[config.mk]
export PLATFORM = sky130hd
export DESIGN_NAME = stream_uart_emitter
export DESIGN_NICKNAME = d
export VERILOG_FILES = /design/src/rtl/stream_uart_emitter.sv
export SDC_FILE = /design/constraint.sdc
export NUM_CORES = 1
export LEC_CHECK = 0
export ABC_AREA = 1
export CORE_ASPECT_RATIO = 1.75
export CORE_MARGIN = 4
export CORE_UTILIZATION = 65
export CTS_CLUSTER_DIAMETER = 30
export DETAILED_ROUTE_END_ITERATION = 16
export PLACE_DENSITY = 0.83
export SLEW_MARGIN = 20
export SYNTH_ARGS = -nofsm -noshare
export SYNTH_HDL_FRONTEND = slang
export SYNTH_SLANG_ARGS = --single-unit
[constraint.sdc]
create_clock -name i_clk -period 7.5 [get_ports i_clk]
set_clock_uncertainty 0.1 [all_clocks]
set_input_delay 0.75 -clock i_clk [delete_from_list [all_inputs] [get_ports i_clk]]
set_output_delay 0.75 -clock i_clk [all_outputs]
set_load 0.05 [all_outputs]
[src/rtl/stream_uart_emitter.sv]
// Stream-to-UART emitter: buffers {tlast,tdata} in a small FIFO and serialises
// each byte as a UART frame. An optional end-of-packet character follows every
// byte tagged tlast.
//
// state   | meaning
// --------+-----------------------------------------------------------
// S_IDLE  | line high; pick pending EOP char or FIFO head, or wait
// S_START | start bit (low) for DIV clocks
// S_DATA  | 8 data bits, LSB first, DIV clocks each
// S_PAR   | parity bit for DIV clocks (never entered when PARITY=0)
// S_STOP  | line high for STOP_BITS*DIV clocks, then back to S_IDLE
module stream_uart_emitter #(
  parameter int         CLK_FREQ_HZ = 16000000,
  parameter int         BAUD        = 57600,
  parameter int         DEPTH       = 16,
  parameter int         PARITY      = 0,
  parameter int         STOP_BITS   = 1,
  parameter int         EOP_EN      = 1,
  parameter logic [7:0] EOP_CHAR    = 8'h0A
) (
  input  logic                     i_clk,
  input  logic                     i_rst_n,
  input  logic [7:0]               i_tdata,
  input  logic                     i_tlast,
  input  logic                     i_tvalid,
  output logic                     o_tready,
  output logic                     o_uart_tx,
  output logic                     o_busy,
  output logic [$clog2(DEPTH):0]   o_level
);

  localparam int DIV = (CLK_FREQ_HZ + BAUD / 2) / BAUD;
  localparam int AW  = $clog2(DEPTH);
  localparam int LW  = AW + 1;
  localparam int CW  = $clog2(STOP_BITS * DIV + 1);

  localparam logic [CW-1:0] DIV_M1  = CW'(DIV - 1);
  localparam logic [CW-1:0] STOP_M1 = CW'(STOP_BITS * DIV - 1);
  localparam logic [LW-1:0] DEPTH_L = LW'(DEPTH);
  localparam bit            ODD_PAR = (PARITY == 1);
  localparam bit            PAR_ON  = (PARITY != 0);
  localparam bit            EOP_ON  = (EOP_EN != 0);

  if (DIV < 2) begin : g_bad_div
    $error("stream_uart_emitter: CLK_FREQ_HZ/BAUD must round to at least 2");
  end
  if (DEPTH < 2 || (DEPTH & (DEPTH - 1)) != 0) begin : g_bad_depth
    $error("stream_uart_emitter: DEPTH must be a power of two >= 2");
  end
  if (PARITY < 0 || PARITY > 2) begin : g_bad_parity
    $error("stream_uart_emitter: PARITY must be 0, 1 or 2");
  end
  if (STOP_BITS < 1 || STOP_BITS > 2) begin : g_bad_stop
    $error("stream_uart_emitter: STOP_BITS must be 1 or 2");
  end

  typedef enum logic [2:0] {S_IDLE, S_START, S_DATA, S_PAR, S_STOP} state_t;

  logic [8:0]    mem_q [DEPTH];
  logic [AW-1:0] wr_ptr_q, rd_ptr_q;
  logic [LW-1:0] level_q, level_d;
  logic          tready_q;
  logic          push, pop;
  logic [8:0]    head;

  state_t        state_q;
  logic [CW-1:0] baud_q;
  logic [2:0]    bit_q;
  logic [7:0]    shift_q;
  logic          par_q;
  logic          tx_q;
  logic          eop_pend_q;
  logic [7:0]    load_byte;

  assign push = i_tvalid & tready_q;
  // Pop only when the FSM is about to start a frame from the FIFO; a pending
  // EOP always wins so it lands directly after its tagged byte.
  assign pop  = (state_q == S_IDLE) && !eop_pend_q && (level_q != '0);
  assign head = mem_q[rd_ptr_q];
  assign load_byte = eop_pend_q ? EOP_CHAR : head[7:0];

  // Occupancy next-state: push and pop in the same cycle cancel out.
  always_comb begin
    level_d = level_q;
    case ({push, pop})
      2'b10:   level_d = level_q + 1'b1;
      2'b01:   level_d = level_q - 1'b1;
      default: level_d = level_q;
    endcase
  end

  // FIFO storage; contents need no reset because level gates every read.
  always_ff @(posedge i_clk) begin
    if (push) mem_q[wr_ptr_q] <= {i_tlast, i_tdata};
  end

  // FIFO pointers, occupancy and the registered ready flag.
  always_ff @(posedge i_clk or negedge i_rst_n) begin
    if (!i_rst_n) begin
      wr_ptr_q <= '0;
      rd_ptr_q <= '0;
      level_q  <= '0;
      tready_q <= 1'b0;
    end else begin
      if (push) wr_ptr_q <= wr_ptr_q + 1'b1;
      if (pop)  rd_ptr_q <= rd_ptr_q + 1'b1;
      level_q  <= level_d;
      tready_q <= (level_d < DEPTH_L);
    end
  end

  // Transmit FSM; the line is a register so it never glitches.
  always_ff @(posedge i_clk or negedge i_rst_n) begin
    if (!i_rst_n) begin
      state_q    <= S_IDLE;
      baud_q     <= '0;
      bit_q      <= '0;
      shift_q    <= '0;
      par_q      <= 1'b0;
      tx_q       <= 1'b1;
      eop_pend_q <= 1'b0;
    end else begin
      case (state_q)
        S_IDLE: begin
          tx_q <= 1'b1;
          if (eop_pend_q || pop) begin
            shift_q    <= load_byte;
            par_q      <= (^load_byte) ^ ODD_PAR;
            eop_pend_q <= eop_pend_q ? 1'b0 : (EOP_ON & head[8]);
            baud_q     <= DIV_M1;
            tx_q       <= 1'b0;
            state_q    <= S_START;
          end
        end
        S_START: begin
          if (baud_q == '0) begin
            tx_q    <= shift_q[0];
            bit_q   <= '0;
            baud_q  <= DIV_M1;
            state_q <= S_DATA;
          end else begin
            baud_q <= baud_q - 1'b1;
          end
        end
        S_DATA: begin
          if (baud_q != '0) begin
            baud_q <= baud_q - 1'b1;
          end else if (bit_q != 3'd7) begin
            bit_q   <= bit_q + 1'b1;
            shift_q <= shift_q >> 1;
            tx_q    <= shift_q[1];
            baud_q  <= DIV_M1;
          end else if (PAR_ON) begin
            tx_q    <= par_q;
            baud_q  <= DIV_M1;
            state_q <= S_PAR;
          end else begin
            tx_q    <= 1'b1;
            baud_q  <= STOP_M1;
            state_q <= S_STOP;
          end
        end
        S_PAR: begin
          if (baud_q == '0) begin
            tx_q    <= 1'b1;
            baud_q  <= STOP_M1;
            state_q <= S_STOP;
          end else begin
            baud_q <= baud_q - 1'b1;
          end
        end
        S_STOP: begin
          tx_q <= 1'b1;
          if (baud_q == '0) state_q <= S_IDLE;
          else              baud_q  <= baud_q - 1'b1;
        end
        default: begin
          tx_q    <= 1'b1;
          state_q <= S_IDLE;
        end
      endcase
    end
  end

  assign o_tready  = tready_q;
  assign o_uart_tx = tx_q;
  assign o_level   = level_q;
  assign o_busy    = (state_q != S_IDLE) || (level_q != '0) || eop_pend_q;

endmodule

==> run metrics <==
syn_area_per_cell=between 9 and 10 um2; first-pass GRT wire length=between 30000 and 40000 um; sequential share of power=between 50 and 60%; antenna violations before repair=0; vias post-DR=5921; Peak supply drop=218 uV; Seq/Total Area, Yosys=between 60 and 70%; root buffer cell=clkbuf_16; Tmin final=3.39 ns; share of layout cells above drive strength 1=around 5.8%; outcome=complete, no violations; largest net degree at the start of global routing=78; met3 Track Usage GR=between 4 and 5%; Core Area=0.0125 mm2; detail-routed via count per cell=~5.8; Hold Buf Count CTS=0; Hold WC Path Type=input port to asynchronous set/reset pin; GR peak layer=met2; WP data required=7.72 ns; Post-DP HPWL=12500 um; clock share of power=around 45%; CP Buf/Inv Count=2; Inserted Clock Buffers=17; worst path cell trace=buf_4, clkinv_2, o21ai_0, o22ai_1, o21ai_0, nand2_1, nand2_1, nand2_1; Final period util=a little under half; Layout Nets=between 800 and 900; Sw Pwr=0.416 mW; RSZ-0062 raised after global routing=false; synthesized instance count=838; Post-Syn Area=roughly 0.0083 mm2; Switching Share=between 20% and 30%; DR WL/cell=about 19 um; Synth Warn #=0; initial core utilization=roughly 66%; Comb power frac=under 10%; WHS=around 0.34 ns; number of global-route vias before repair=just under 6000; Max-slew headroom=26.2%; die width=a little over 90 um; Overflow after GRT=0; Final setup viols=0; Starting DRT DRC Count=~580; ys async rst share=between 20% and 30%; CP max FO=77; Top Ports=20; Pre-Repair DR Iteration Count=5; Post-CTS Setup Bufs=0; die footprint=around 0.015 mm2; H-tree Lvls=4; internal power=about 1.6 mW; maximum clock frequency=approximately 0.3 GHz; Worst setup SP type=register; Unique masters post-synth=38; Synth Flop Type=edfxtp_1; CP max stage cell=clkinv_2; multi-input logic area=between 0.002 and 0.0025 mm2; Worst Tran Pin Value=1.11 ns; row cnt=between 50 and 60; cell taking the most area after synthesis=edfxtp_1; # resized after CTS=0; clk buf depth=2; number of enable flip-flop cells after synthesis=around 140; Max Slew Vio Count=0; PortBufs=19; most frequent CP cell=nand2_1; post-layout util=about three quarters; Max Cap Viol=0; final hold violations=0; Yosys reg bits=between 150 and 200; top cell type's share of synthesized area=approximately 52%; crit end category=register; Pwr per Cell Area=221 mW/mm2; TritonCTS clock tree=built; clk_lat worst skew=0.43 ns; P_leak=3.87 nW; GRT Util Overall=about 28%; critical path class=register to register; DRC Markers=0; Synth Net Count=863; P&R area growth vs syn=10.5%; Sequential Area=between 0.005 and 0.006 mm2; GP Congestion=about 0.99; most common cell in the netlist=nand2_1; synth cell count leaders=nand2_1, edfxtp_1, inv_1; clock-pin slew on the worst setup and hold paths=about 0.07 ns; arrival time worst endpoint=about 3.6 ns; CTS Sinks=183; Final TNS setup=0 ns; overall die height=157 um; Synth area leaders=edfxtp_1, dfrtp_1, nand2_1; Fillers=approximately 850; Total Wirelength=around 19000 um; met2 GRT Util=approximately half; Total Power=2.02 mW; Antenna Cells=0; Crit path max-delay family=buffers and inverters; Routed Antenna Nets=0; slowest stage delay, CP=1.00 ns; met1 Resource Use GR=29.9%
==> cells in the final DEF, fill, tap and decap left out, drive strengths merged <==
master / Yosys / routed
nand4: 9 / 9
clkinvlp: 0 / 3
xor2: 9 / 9
nand2: 216 / 216
clkbuf: 16 / 18
dfstp: 1 / 1
or2: 1 / 1
a31oi: 1 / 1
o22ai: 4 / 4
a41oi: 1 / 1
and3: 1 / 1
nor2: 87 / 87
fa: 1 / 1
bufinv: 0 / 2
o21ai: 40 / 40
nor3: 3 / 3
a21boi: 1 / 1
clkinv: 2 / 5
buf: 14 / 3
edfxtp: 144 / 144
ha: 12 / 12
xnor2: 3 / 3
a21oi: 16 / 16
dfrtp: 38 / 38
o211ai: 4 / 4
clkdlybuf4s50: 0 / 18
inv: 118 / 124
mux2i: 1 / 1
a22oi: 1 / 1
nand3: 94 / 94
==> layout make-up <==
class	count	area share, %
Timing Repair Buffer	21	2.19
Clock inverter	14	1.81
Tap cell	168	2.30
Clock buffer	18	4.69
Multi-Input combinational cell	505	26.1
Inverter	120	4.96
Sequential cell	183	58.0
==> metrics by stage <==
stage	worst slack (ns)	instances	area [um2]
floorplan	4.93	838	8280
global placement	4.58	997	8550
detailed placement	4.54	997	8550
CTS	4.41	1029	9150
global route	3.88	1029	9150
finish	4.11	1029	9150
==> metal layers <==
| metal | wire length (um) | vias up | part of all wire, % |
|---|---|---|---|
| li1 | - | 2770 | - |
| met1 | 6480 | 2788 | 34 |
| met2 | 10400 | 276 | 54 |
| met3 | 1070 | 87 | 5.6 |
| met4 | 1180 | 0 | 6.2 |
| met5 | 0 | - | 0 |
==> cell families (layout without fill, tap and decap cells) <==
logic type | Yosys count | in the layout | share of synthesized area [%]
flops | 183 | 183 | 64.1
compound gates | 68 | 68 | 4.41
mux | 1 | 1 | 0.121
buf+inv | 150 | 173 | 7.11
xor+xnor | 12 | 12 | 1.27
simple gates | 411 | 411 | 21.0
fa+ha+maj | 13 | 13 | 2.06
==> final timing paths <==
| kind | start | to | slack (ns) | cells past startpoint |
|---|---|---|---|---|
| min reg2reg | shift_q[3] | shift_q[3] | 0.39 | 2 |
| min | i_rst_n | o_level[0] | 0.34 | 1 |
| max in group asynchronous | i_rst_n | rd_ptr_q[0] | 6.34 | 1 |
| max reg2reg | rd_ptr_q[0] | shift_q[7] | 4.11 | 8 |
| min in group i_clk | shift_q[3] | shift_q[3] | 0.39 | 2 |
| max | rd_ptr_q[0] | shift_q[7] | 4.11 | 8 |
==> power groups by stage <==
stage / clock network [mW] / logic, mW / registers, mW
after CTS: 0.905 / 0.0248 / 1.10
after detailed placement: 0 / 0.0249 / 1.12
after floorplan: 0 / 0.00000182 / 1.12
after global routing: 0.953 / 0.0261 / 1.09
after global placement: 0 / 0.0246 / 1.12
final: 0.898 / 0.0244 / 1.10
==> sequential cells by signal, summed over array words and instances, names as in the netlist, 3 cells and up, named ones only <==
name	count
bit_q	3
rd_ptr_q	4
o_level	4
mem_q	144
state_q	3
shift_q	8
baud_q	9
wr_ptr_q	4
(Power assumes the default switching activity.)
